$ cat config.mk
export PLATFORM = sky130hd
export DESIGN_NAME = inst_fetch_unit
export DESIGN_NICKNAME = d
export VERILOG_FILES = /design/src/rtl/fetch_pkg.sv /design/src/rtl/fetch_fifo.sv /design/src/rtl/inst_fetch_unit.sv
export SDC_FILE = /design/constraint.sdc
export NUM_CORES = 1
export LEC_CHECK = 0
export ABC_AREA = 1
export BUFFER_PORTS_ARGS = -buffer_cell sky130_fd_sc_hd__buf_2
export CORE_AREA = 8 8 141 143
export DETAILED_ROUTE_END_ITERATION = 8
export DIE_AREA = 0 0 149 151
export GPL_ROUTABILITY_DRIVEN = 0
export PLACE_DENSITY = 0.7
export SLEW_MARGIN = 20
export SYNTH_ARGS = -nofsm -noshare
export SYNTH_HDL_FRONTEND = slang
export SYNTH_SLANG_ARGS = --single-unit
$ cat constraint.sdc
create_clock -name clk -period 3 [get_ports clk]
set_input_delay 0.15 -clock clk [delete_from_list [all_inputs] [get_ports clk]]
set_output_delay 0.15 -clock clk [all_outputs]
set_load 0.02 [all_outputs]
$ cat src/rtl/fetch_pkg.sv
// fetch_pkg: shared types and defaults for the instruction fetch stage.
//   fetch_state_t : fetch controller states
//   fetch_entry_t : one buffered instruction {pc, inst}
//   FETCH_DEPTH   : default instruction FIFO depth
//   FETCH_TIMEOUT : default REQ cycles allowed without imem_ack (0 = no limit)
package fetch_pkg;

  localparam int FETCH_DEPTH   = 2;
  localparam int FETCH_TIMEOUT = 16;

  typedef enum logic [1:0] {
    ST_IDLE = 2'd0,
    ST_REQ  = 2'd1,
    ST_ADV  = 2'd2,
    ST_HALT = 2'd3
  } fetch_state_t;

  typedef struct packed {
    logic [31:0] pc;
    logic [31:0] inst;
  } fetch_entry_t;

endpackage

$ cat src/rtl/fetch_fifo.sv
// fetch_fifo: small circular buffer holding fetched {pc, inst} entries.
// Ports:
//   clk, rst         : clock, asynchronous active-low reset
//   push, push_data  : write one 64-bit entry (ignored when full)
//   pop              : remove the head entry (ignored when empty)
//   clear            : empty the buffer; wins over push and pop
//   head             : entry at the read pointer
//   count/empty/full : occupancy
module fetch_fifo
  import fetch_pkg::*;
#(
  parameter int DEPTH = FETCH_DEPTH
) (
  input  logic                       clk,
  input  logic                       rst,
  input  logic                       push,
  input  logic [63:0]                push_data,
  input  logic                       pop,
  input  logic                       clear,
  output logic [63:0]                head,
  output logic [$clog2(DEPTH+1)-1:0] count,
  output logic                       empty,
  output logic                       full
);

  localparam int PTR_W = (DEPTH > 1) ? $clog2(DEPTH) : 1;
  localparam int CNT_W = $clog2(DEPTH + 1);

  logic [63:0]      mem [DEPTH];
  logic [PTR_W-1:0] rd_ptr;
  logic [PTR_W-1:0] wr_ptr;
  logic             do_push;
  logic             do_pop;

  function automatic logic [PTR_W-1:0] ptr_inc(input logic [PTR_W-1:0] p);
    if (p == PTR_W'(DEPTH - 1)) return '0;
    return p + 1'b1;
  endfunction

  assign empty   = (count == '0);
  assign full    = (count == CNT_W'(DEPTH));
  assign do_push = push && !full && !clear;
  assign do_pop  = pop && !empty && !clear;
  assign head    = mem[rd_ptr];

  always_ff @(posedge clk or negedge rst) begin
    if (!rst) begin
      rd_ptr <= '0;
      wr_ptr <= '0;
      count  <= '0;
      for (int i = 0; i < DEPTH; i++) mem[i] <= '0;
    end else if (clear) begin
      rd_ptr <= '0;
      wr_ptr <= '0;
      count  <= '0;
    end else begin
      if (do_push) begin
        mem[wr_ptr] <= push_data;
        wr_ptr      <= ptr_inc(wr_ptr);
      end
      if (do_pop) rd_ptr <= ptr_inc(rd_ptr);
      case ({do_push, do_pop})
        2'b10:   count <= count + 1'b1;
        2'b01:   count <= count - 1'b1;
        default: count <= count;
      endcase
    end
  end

endmodule

$ cat src/rtl/inst_fetch_unit.sv
// inst_fetch_unit: multi-cycle instruction fetch with req/ack memory port,
// an instruction FIFO towards decode, branch flush and fault reporting.
// Ports:
//   clk, rst            : clock, asynchronous active-low reset
//   pc_addr             : current PC
//   flush               : branch redirect, drops buffered and in-flight fetches
//   imem_req/imem_addr  : memory read request and its (stable) address
//   imem_ack/imem_rdata : memory read completion and instruction word
//   inst_valid/inst/inst_pc/inst_ready : FIFO head handshake to decode
//   pc_advance          : one-cycle PC register load enable
//   fetch_fault         : sticky misaligned-PC / memory-timeout fault
//
// state | meaning
// ------+-----------------------------------------------------------
// IDLE  | check PC alignment, issue a read when the FIFO has room
// REQ   | imem_req high, waiting for ack (timeout runs here)
// ADV   | instruction pushed, pulse pc_advance
// HALT  | fault seen, no more requests; FIFO still drains
module inst_fetch_unit
  import fetch_pkg::*;
#(
  parameter int DEPTH   = FETCH_DEPTH,
  parameter int TIMEOUT = FETCH_TIMEOUT
) (
  input  logic        clk,
  input  logic        rst,
  input  logic [31:0] pc_addr,
  input  logic        flush,
  output logic        imem_req,
  output logic [31:0] imem_addr,
  input  logic        imem_ack,
  input  logic [31:0] imem_rdata,
  output logic        inst_valid,
  output logic [31:0] inst,
  output logic [31:0] inst_pc,
  input  logic        inst_ready,
  output logic        pc_advance,
  output logic        fetch_fault
);

  localparam int CNT_W  = $clog2(DEPTH + 1);
  localparam int TMO_W  = (TIMEOUT > 1) ? $clog2(TIMEOUT) : 1;
  localparam bit TMO_EN = (TIMEOUT != 0);
  // Down-counter loaded at issue; terminal count 0 marks the last allowed REQ cycle.
  localparam logic [TMO_W-1:0] TMO_LAST = (TIMEOUT > 0) ? TMO_W'(TIMEOUT - 1) : '0;

  fetch_state_t     state, state_nxt;
  logic             drop;
  logic [TMO_W-1:0] tmo_cnt;
  logic             issue;
  logic             push;
  logic             pop;
  logic             set_drop;
  logic             fault_set;
  logic             tmo_dec;
  logic [CNT_W-1:0] fifo_count;
  logic             fifo_empty;
  logic             fifo_full;
  logic [63:0]      fifo_head;
  fetch_entry_t     head_e;
  fetch_entry_t     push_e;

  assign push_e     = '{pc: imem_addr, inst: imem_rdata};
  assign head_e     = fetch_entry_t'(fifo_head);
  assign inst       = head_e.inst;
  assign inst_pc    = head_e.pc;
  assign inst_valid = !fifo_empty;
  assign pop        = !fifo_empty && inst_ready;

  fetch_fifo #(.DEPTH(DEPTH)) u_fifo (
    .clk       (clk),
    .rst       (rst),
    .push      (push),
    .push_data (push_e),
    .pop       (pop),
    .clear     (flush),
    .head      (fifo_head),
    .count     (fifo_count),
    .empty     (fifo_empty),
    .full      (fifo_full)
  );

  always_comb begin
    state_nxt  = state;
    issue      = 1'b0;
    push       = 1'b0;
    set_drop   = 1'b0;
    fault_set  = 1'b0;
    tmo_dec    = 1'b0;
    imem_req   = 1'b0;
    pc_advance = 1'b0;
    case (state)
      ST_IDLE: begin
        if (pc_addr[1:0] != 2'b00) begin
          state_nxt = ST_HALT;
          fault_set = 1'b1;
        end else if ((fifo_count < CNT_W'(DEPTH)) && !flush) begin
          issue     = 1'b1;
          state_nxt = ST_REQ;
        end
      end
      ST_REQ: begin
        // The handshake cannot be abandoned: a flush only marks the data for discard.
        imem_req = 1'b1;
        if (imem_ack) begin
          if (!drop && !flush) begin
            push      = !fifo_full;
            state_nxt = ST_ADV;
          end else begin
            state_nxt = ST_IDLE;
          end
        end else begin
          set_drop = flush;
          if (TMO_EN) begin
            if (tmo_cnt == '0) begin
              state_nxt = ST_HALT;
              fault_set = 1'b1;
            end else begin
              tmo_dec = 1'b1;
            end
          end
        end
      end
      ST_ADV: begin
        // Pulses even under flush; the PC stage gives the redirect priority.
        pc_advance = 1'b1;
        state_nxt  = ST_IDLE;
      end
      ST_HALT: state_nxt = ST_HALT;
      default: state_nxt = ST_IDLE;
    endcase
  end

  always_ff @(posedge clk or negedge rst) begin
    if (!rst) begin
      state       <= ST_IDLE;
      imem_addr   <= '0;
      drop        <= 1'b0;
      tmo_cnt     <= '0;
      fetch_fault <= 1'b0;
    end else begin
      state <= state_nxt;
      if (issue) begin
        imem_addr <= pc_addr;
        drop      <= 1'b0;
        tmo_cnt   <= TMO_LAST;
      end else begin
        if (set_drop) drop <= 1'b1;
        if (tmo_dec) tmo_cnt <= tmo_cnt - 1'b1;
      end
      if (fault_set) fetch_fault <= 1'b1;
    end
  end

endmodule

==> results.sh, run 1 <==
export IMPL_grt_pass1_vias=6075
export IMPL_relSlewSlack_pct=33.7
export IMPL_core_area_um2=17700
export IMPL_hold_class="primary input to flip-flop"
export IMPL_p_comb_share_pct=35.6
export IMPL_overflow=0
export IMPL_drtPass1Iterations=5
export IMPL_worstSetupPathType="flip-flop to primary output"
export IMPL_die_h_um=151
export IMPL_cts_sinks=172
export IMPL_reg2reg_setup_slack_ps=970
export IMPL_yosysSeqAreaShare_pct=55.4
export IMPL_insertion_delay_ps=430
export IMPL_drv_cap=0
export IMPL_p_int_uw=5350
export IMPL_clockRootBuffer="clkbuf_16"
export IMPL_synthMuxAreaShare_pct=0
export IMPL_pin_count=169
export IMPL_ys_types=23
export IMPL_leakage_uw=0.00527
export IMPL_fmax_mhz=486
export IMPL_syn_nets=950
export IMPL_vias=6176
export IMPL_holdWs_ps=11.5
export IMPL_finalSetupTns_ps=0
export IMPL_finalHoldViolCount=0
export IMPL_synth_area_um2=7760
export IMPL_instances_no_fill=1322
export IMPL_place_hpwl_mm=11.7
export IMPL_drtIter0Drc=345
export IMPL_synth_top_family_by_area="simple AND/OR/NAND/NOR gates"
export IMPL_fin_skew_ps=12.8
export IMPL_synthAdderAreaFrac_pct=0.322
export IMPL_yosysWarnings=0
export IMPL_fin_crit_ps=2060
export IMPL_grt_max_degree=130
export IMPL_grt_usage_pct=16.6
export IMPL_cp_required_ps=2850
export IMPL_critPathLaunchType="flip-flop"
export IMPL_drc_errors=0
export IMPL_synthXorXnorAreaFrac_pct=0.226
export IMPL_status="finished clean"
export IMPL_wl_per_cell_um=13.7
export IMPL_grt_setup_unrepaired="no"
export IMPL_die_w_um=149
export IMPL_detail_route_antenna_nets=0
export IMPL_tightest_slew_ps=994
export IMPL_grt_first_pass_wirelength_mm=30.2
export IMPL_pwr_share_clk_pct=26.1
export IMPL_finalMaxSlewViolations=0
export IMPL_start_util_pct=44.0
export IMPL_synth_compound_area_share_pct=15.0
export IMPL_avgSynthCellArea_um2=8.83
export IMPL_dieArea_um2=22500
export IMPL_end_kind="primary output"
export IMPL_cts_buffer_depth=2
export IMPL_power_switching_uw=3370
export IMPL_place_inst=1233
export IMPL_power_frac_seq_pct=38.3
export IMPL_clk_pin_slew_ps=70
export IMPL_syn_to_final_growth_pct=26.3
export IMPL_crit_arrival_ps=1910
export IMPL_cts_resized=0
export IMPL_syn_inst=879
export IMPL_wirelength_mm=18.1
export IMPL_ys_ff_latch=172
export IMPL_vias_per_cell=4.67
export IMPL_finalNetCount=1150
export IMPL_cts_htree_levels=4
export IMPL_netSwitchingFraction_pct=38.6
export IMPL_rows=49
export IMPL_setup_viol=0
export IMPL_fin_crit_sh_pct=68.5
export IMPL_crit_fanout=36
export IMPL_synth_simple_gate_area_share_pct=20.1
export IMPL_layout_drive_gt1_share_pct=27.2
export IMPL_cts_tree="built"
export IMPL_cts_buffers=17
export IMPL_antenna_found_initial=1
export IMPL_p_per_area_nw_per_um2=890
export IMPL_vdd_drop_max_v=0.000462
export IMPL_io_buffers=168
-- layout by cell type (no fill, tap or decap), types with 4 or more instances in the layout --
| cell type | count |
|---|---|
| nand2_1 | 369 |
| inv_1 | 83 |
| nand3_1 | 13 |
| dfrtp_1 | 171 |
| o21ai_1 | 43 |
| clkbuf_16 | 17 |
| nor2_1 | 9 |
| dlygate4sd3_1 | 56 |
| inv_6 | 4 |
| buf_12 | 4 |
| o21ai_0 | 36 |
| o21ai_2 | 85 |
| buf_2 | 167 |
-- area by class of cell --
cell class | instances | area (µm²)
antenna | 1 | 2.50
sequential | 172 | 4310
fill | 1578 | 7850
clock inverter | 15 | 186
multi-input combinational | 574 | 2780
tap | 229 | 287
inverter | 85 | 319
timing repair buffer | 229 | 1500
clock buffer | 17 | 425
-- power groups by stage --
stage	logic [µW]	clock network, µW	registers [µW]
after floorplan	1830	0	3580
after detailed placement	3090	0	3380
final	3100	2280	3340
after global placement	3030	0	3360
after CTS	3160	2350	3340
after global routing	3450	2440	3420
-- sequential cells by signal, summed over array words and instances (netlist names) --
register / flops
drop: 1
fetch_fault: 1
imem_addr: 32
state: 2
tmo_cnt: 4
u_fifo.count: 2
u_fifo.mem: 128
u_fifo.rd_ptr: 1
u_fifo.wr_ptr: 1
-- through the flow --
stage / area (µm²) / power [µW] / setup slack [ps] / util (%)
floorplan: 7760 / 5410 / 1650 / -
global placement: 8630 / 6390 / 1070 / 48.9
detailed placement: 8630 / 6470 / 952 / 48.9
CTS: 9800 / 8850 / 874 / 55.5
global route: 9800 / 9320 / 729 / 55.5
finish: 9800 / 8720 / 944 / 55.5
-- kinds of logic (layout without fill, tap and decap cells) --
group,after synthesis,after routing
simple gates,402,402
flops,172,172
fa+ha+maj,2,2
other cells,0,1
compound gates,168,168
xor+xnor,2,2
buf+inv,133,346
-- final timing paths --
kind	start	to	cells past startpoint
setup reg to reg	state[0]	imem_addr[25]	4
setup / recovery	u_fifo.rd_ptr	inst[20]	5
hold / removal	imem_rdata[5]	u_fifo.mem[69]	3
min in group asynchronous	rst	imem_addr[19]	2
hold reg to reg	u_fifo.mem[55]	u_fifo.mem[55]	2
max in group asynchronous	rst	u_fifo.mem[81]	3
-- Yosys cell counts --
library cell | number | area, µm²
a21oi_1 | 3 | 15.0
buf_1 | 3 | 11.3
buf_2 | 5 | 25.0
buf_6 | 25 | 282
clkbuf_1 | 15 | 56.3
dfrtp_1 | 172 | 4300
ha_1 | 2 | 25.0
inv_1 | 84 | 315
inv_2 | 1 | 3.75
nand2_1 | 369 | 1390
nand2_2 | 2 | 12.5
nand3_1 | 13 | 65.1
nand3_2 | 1 | 10.0
nand3b_1 | 2 | 15.0
nand4_1 | 2 | 12.5
nor2_1 | 9 | 33.8
nor2_4 | 1 | 11.3
nor3_1 | 3 | 15.0
o21ai_0 | 36 | 180
o21ai_1 | 43 | 215
o21ai_2 | 85 | 744
o31ai_1 | 1 | 7.51
xor2_1 | 2 | 17.5
-- routing by layer --
metal	share of wire [%]	wire (µm)	GRT usage (%)	vias up
met5	0	0	0	-
met4	1.1	205	4.95	0
met3	6.5	1180	5.41	18
met2	46	8360	25.8	152
met1	46	8340	21.7	2849
li1	-	-	-	3157
-- worst max-delay path, stage by stage, from the launching register on --
cell and delay, ps:
dfrtp_2 410, inv_2 460, buf_12 280, nand2_1 70, nand2_1 80, buf_2 170
-- timing repair --
action	in CTS	in global routing
hold buffers	56	0
hold endpoints to repair	124	0
endpoints found under the setup margin	0	0
setup buffers	0	0
No activity file was read; power rests on OpenSTA's default activity.
==> inputs of run 2 (changes only) <==
- clock period: 3 -> 2.1 ns (I/O delays scaled with it)
==> results.sh, run 2 (synthesis results as in run 1) <==
export IMPL_insertion_delay_ps=420
export IMPL_top_register="u_fifo.mem"
export IMPL_timing_rr_start="state[0]"
export IMPL_grt_setup_unrepaired="no"
export IMPL_instances_no_fill=1339
export IMPL_core_area_um2=17700
export IMPL_start_util_pct=44.0
export IMPL_relSlewSlack_pct=62.6
export IMPL_hold_depth=5
export IMPL_cts_buffer_depth=2
export IMPL_crit_arrival_ps=1710
export IMPL_regArea_um2=4310
export IMPL_final_cell_mix="nand2_1 (369), dfrtp_1 (171), buf_2 (167)"
export IMPL_max_stage_delay_ps=430
export IMPL_fin_crit_ps=1820
export IMPL_detail_route_antenna_nets=0
export IMPL_fin_crit_sh_pct=86.5
export IMPL_antenna_found_initial=1
export IMPL_worstReg2RegEnd="tmo_cnt[0]"
export IMPL_cts_buffers=17
export IMPL_fmax_mhz=550
export IMPL_reg2reg_depth=6
export IMPL_cp_cell_sequence="inv_2, buf_4, nand2_1, nand2_1, buf_2"
export IMPL_drv_cap=0
export IMPL_reg2reg_setup_slack_ps=380
export IMPL_drc_errors=0
export IMPL_tightest_slew_ps=561
export IMPL_cp_depth=5
export IMPL_wl_per_cell_um=13.6
export IMPL_multiInputGateArea_um2=2780
export IMPL_grt_max_degree=75
export IMPL_cts_tree="built"
export IMPL_dieArea_um2=22500
export IMPL_largest_register_ffs=128
export IMPL_setup_viol=0
export IMPL_met1_length_mm=8.45
export IMPL_wirelength_mm=18.2
export IMPL_overflow=0
export IMPL_critical_path_buf_inv_count=3
export IMPL_die_h_um=151
export IMPL_whs_endpoint="state[0]"
export IMPL_cts_resized=0
export IMPL_min_delay_start="pc_addr[0]"
export IMPL_worstSetupPathType="flip-flop to primary output"
export IMPL_syn_to_final_growth_pct=28.7
export IMPL_place_area_um2=8750
export IMPL_die_w_um=149
export IMPL_wl_met3_mm=1.18
export IMPL_status="finished clean"
export IMPL_finalMaxSlewViolations=0
export IMPL_leakage_uw=0.00535
export IMPL_holdWs_ps=174
export IMPL_cp_required_ps=2000
export IMPL_fin_skew_ps=6.88
export IMPL_layout_drive_gt1_share_pct=27.2
export IMPL_final_area_um2=9990
export IMPL_end_kind="primary output"
export IMPL_vias_per_cell=4.63
export IMPL_place_inst=1241
export IMPL_clk_pin_slew_ps=60
export IMPL_grt_usage_pct=17.0
export IMPL_critPathLaunchType="flip-flop"
export IMPL_vdd_drop_max_v=0.000661
export IMPL_hold_class="primary input to flip-flop"
export IMPL_reg_largest_list="u_fifo.mem (128), imem_addr (32), tmo_cnt (4)"
export IMPL_p_per_area_nw_per_um2=1230
export IMPL_crit_slowest_cell="dfrtp_2"
export IMPL_grt_first_pass_wirelength_mm=31.0
export IMPL_final_common_cell="nand2_1"
export IMPL_top_layer="met4"
export IMPL_cp_top_family="buffers and inverters"
export IMPL_place_hpwl_mm=12.0
export IMPL_io_buffers=168
export IMPL_clockRootBuffer="clkbuf_16"
export IMPL_finalSetupTns_ps=0
export IMPL_cts_setup_buffers=0
export IMPL_grt_pass1_vias=6281
export IMPL_pin_count=169
export IMPL_cts_htree_levels=4
export IMPL_route_met2_wl_mm=8.38
export IMPL_crit_fanout=38
export IMPL_drtIter0Drc=341
export IMPL_worst_path_most_repeated_cell="nand2_1"
export IMPL_drtPass1Iterations=5
export IMPL_fillers=1596
export IMPL_rows=49
export IMPL_cts_sinks=172
export IMPL_vias=6198
export IMPL_finalNetCount=1168
export IMPL_finalHoldViolCount=0
-- run 2: cell types whose count changed in the layout (fill, tap and decap cells not counted), sizes merged --
| cell | delta |
|---|---|
| dlygate4sd3 | +10 |
| buf | +8 |
| clkbuf | +4 |
| inv | -4 |
| bufinv | -1 |
| clkinv | +1 |
| clkinvlp | -1 |
-- run 2: routing by layer --
| layer | GRT usage [%] | vias to the layer above |
|---|---|---|
| met5 | 0 | - |
| met4 | 5.70 | 0 |
| met3 | 4.75 | 17 |
| met2 | 26.7 | 151 |
| met1 | 22.3 | 2848 |
| li1 | - | 3182 |
-- run 2: final cells by class --
class,count,share of cell area [%]
multi-input cells,574,27.9
clock buffers,21,4.61
well taps,229,2.87
inverters,85,3.19
diodes,1,0.0250
clock inverters,10,1.16
repair buffers,247,17.2
flip-flops and latches,172,43.1
-- run 2: repair_timing --
| action | 4_1_cts | 5_1_grt |
|---|---|---|
| setup endpoints to repair | 0 | 0 |
| endpoints found under the hold margin | 152 | 0 |
| hold buffers | 66 | 0 |
-- run 2: worst max path at each step --
stage / from / end / slack (ps)
after floorplan: state[1] / u_fifo.mem[115] / 770
after global placement: state[0] / tmo_cnt[3] / 480
after detailed placement: state[0] / tmo_cnt[0] / 430
after CTS: u_fifo.rd_ptr / inst_pc[31] / 240
after global routing: u_fifo.rd_ptr / inst_pc[31] / 130
final: u_fifo.rd_ptr / inst[4] / 280
-- run 2: where the power goes --
group	leakage, µW	switching, µW	total, µW	internal (µW)
clock network	0.000279	1260	3070	1810
registers	0.00225	500	4770	4270
logic	0.00282	2960	4480	1520
total	0.00535	4730	12300	7600
-- run 2: worst register-to-register path, cell delays in order, from the launching register on --
cell and delay (ps):
dfrtp_1 440, nor2_1 160, nand3_1 230, inv_2 350, buf_12 260, o21ai_0 100
o21ai_0 90
-- run 2: per-stage QoR --
step           total power [µW]  setup WS [ps]  util [%]
2_1_floorplan              7730            773         -
5_1_grt                   13200            130      56.6
3_5_place_dp               9280            426      49.6
4_1_cts                   12500            236      56.6
6_report                  12300            283      56.6
3_3_place_gp               9180            478      49.6
==> inputs of run 3 (changes only) <==
- SYNTH_HIERARCHICAL: not set -> 1
==> results.sh, run 3 <==
export IMPL_fmax_mhz=521
export IMPL_finalNetCount=1206
export IMPL_end_kind="flip-flop"
export IMPL_rows=49
export IMPL_cts_buffers=17
export IMPL_reg_largest_list="u_fifo/mem (128), imem_addr (32), tmo_cnt (4)"
export IMPL_instances_no_fill=1379
export IMPL_detail_route_antenna_nets=0
export IMPL_fin_crit_sh_pct=91.5
export IMPL_start_util_pct=44.2
export IMPL_hold_class="primary input to flip-flop"
export IMPL_dieArea_um2=22500
export IMPL_ys_types=25
export IMPL_syn_to_final_growth_pct=29.4
export IMPL_status="finished clean"
export IMPL_reg2reg_setup_slack_ps=180
export IMPL_fillers=1593
export IMPL_grt_util_met3_pct=4.99
export IMPL_wl_per_cell_um=13.3
export IMPL_utilization_pct=57.2
export IMPL_relSlewSlack_pct=65.3
export IMPL_die_w_um=149
export IMPL_synth_commonest_cells="nand2_1 (375), dfrtp_1 (172), inv_1 (116)"
export IMPL_avgSynthCellArea_um2=8.47
export IMPL_largest_register_ffs=128
export IMPL_ys_ff_latch=172
export IMPL_grt_setup_unrepaired="no"
export IMPL_fin_crit_ps=1920
export IMPL_syn_nets=991
export IMPL_worstSetupPathType="flip-flop to flip-flop"
export IMPL_final_common_cell="nand2_1"
export IMPL_final_cell_mix="nand2_1 (374), dfrtp_1 (171), buf_2 (167)"
export IMPL_cp_cell_sequence="inv_1, nand2_2, nor4_2, nand3_2, or2_4, buf_12, nand2_1, o21ai_2"
export IMPL_core_area_um2=17700
export IMPL_vias=6332
export IMPL_antenna_found_initial=1
export IMPL_grt_max_degree=65
export IMPL_synth_top_area_share_pct=55.1
export IMPL_grt_first_pass_wirelength_mm=30.8
export IMPL_drc_errors=0
export IMPL_die_h_um=151
export IMPL_use_met1_pct=22.1
export IMPL_place_area_um2=8860
export IMPL_cts_setup_buffers=0
export IMPL_crit_slowest_cell="dfrtp_1"
export IMPL_synth_most_common_cell="nand2_1"
export IMPL_place_inst=1283
export IMPL_overflow=0
export IMPL_vias_per_cell=4.59
export IMPL_syn_inst=921
export IMPL_top_usage_layer="met2"
export IMPL_finalHoldViolCount=0
export IMPL_drtIter0Drc=315
export IMPL_setup_viol=0
export IMPL_use_met2_pct=26.7
export IMPL_crit_arrival_ps=2230
export IMPL_layout_drive_gt1_share_pct=25.5
export IMPL_insertion_delay_ps=420
export IMPL_critPathLaunchType="flip-flop"
export IMPL_total_power_uw=13500
export IMPL_grt_pass1_vias=6270
export IMPL_cp_required_ps=2400
export IMPL_cts_buffer_depth=2
export IMPL_drv_cap=0
export IMPL_drtPass1Iterations=5
export IMPL_synth_area_um2=7800
export IMPL_finalSetupTns_ps=0
export IMPL_leakage_uw=0.00555
export IMPL_crit_fanout=56
export IMPL_pin_count=169
export IMPL_synth_main_ff_cell="dfrtp_1"
export IMPL_max_stage_delay_ps=420
export IMPL_cts_htree_levels=4
export IMPL_place_hpwl_mm=11.9
export IMPL_yosysSeqAreaShare_pct=55.1
export IMPL_cts_tree="built"
export IMPL_clk_pin_slew_ps=60
export IMPL_clockRootBuffer="clkbuf_16"
export IMPL_top_register="u_fifo/mem"
export IMPL_fin_skew_ps=8.49
export IMPL_io_buffers=168
export IMPL_synth_edf_count=0
export IMPL_p_per_area_nw_per_um2=1330
export IMPL_synth_largest_area_cell="dfrtp_1"
export IMPL_grt_usage_pct=16.9
export IMPL_finalMaxSlewViolations=0
export IMPL_wirelength_mm=18.3
export IMPL_cts_sinks=172
export IMPL_final_area_um2=10100
export IMPL_vdd_drop_max_v=0.000819
export IMPL_tightest_slew_ps=521
export IMPL_yosysWarnings=6
export IMPL_ys_top_cells_by_area="dfrtp_1 (55%), nand2_1 (18%), o21ai_2 (7.3%)"
export IMPL_async_flop_share_pct=100
run 3: worst max-delay path: cells and delay by family, from the launching register on:
family | cells | cell delay (ps)
buf+inv | 2 | 320
flops | 1 | 420
simple gates | 5 | 950
compound gates | 1 | 60
run 3: logic make-up (layout without fill, tap and decap cells):
| group | after synthesis | after routing | synth area share [%] |
|---|---|---|---|
| fa+ha+maj | 1 | 1 | 0.160 |
| simple gates | 414 | 414 | 21.0 |
| flops | 172 | 172 | 55.1 |
| buf+inv | 166 | 394 | 9.84 |
| compound gates | 168 | 168 | 13.9 |
| other cells | 0 | 1 | 0 |
run 3: area by class of cell:
cell class | instances | area [µm²] | area share, %
Timing Repair Buffer | 245 | 1720 | 17.0
Clock inverter | 10 | 114 | 1.13
Multi-Input combinational cell | 583 | 2750 | 27.2
Antenna cell | 1 | 2.50 | 0.0248
Clock buffer | 22 | 484 | 4.79
Inverter | 117 | 439 | 4.35
Tap cell | 229 | 287 | 2.84
Sequential cell | 172 | 4310 | 42.6
run 3: where the power goes:
| group | switching, µW | internal (µW) | total [µW] |
|---|---|---|---|
| logic | 3390 | 1850 | 5240 |
| registers | 687 | 4380 | 5070 |
| clock network | 1280 | 1870 | 3150 |
run 3: timing repair:
| action | in CTS | in global routing |
|---|---|---|
| hold buffers | 63 | 0 |
| resized for setup | 0 | 1 |
| hold endpoints to repair | 141 | 0 |
| endpoints found under the setup margin | 0 | 128 |
run 3: final timing paths:
check / endpoint / depth (start not counted) / from
worst max-delay path: u_fifo/mem[65] / 8 / state[1]
worst min-delay path: u_fifo/count[1] / 4 / flush
worst max register to register: u_fifo/mem[65] / 8 / state[1]
worst min register to register: u_fifo/mem[93] / 2 / u_fifo/mem[93]
max in group asynchronous: u_fifo/mem[110] / 3 / rst
min in group asynchronous: tmo_cnt[3] / 2 / rst
run 3: routing by layer:
metal,routed length (µm),up-vias
met5,0,-
met4,74,0
met1,8410,2914
met2,8750,146
met3,1100,6
li1,-,3266
run 3: metrics by stage:
stage                     worst slack, ps  hold slack (ps)
after floorplan                       276             -191
after global placement                171             98.3
after detailed placement              126             97.8
after CTS                            89.5             7.37
after global routing                 19.9             23.4
final                                 179             23.3
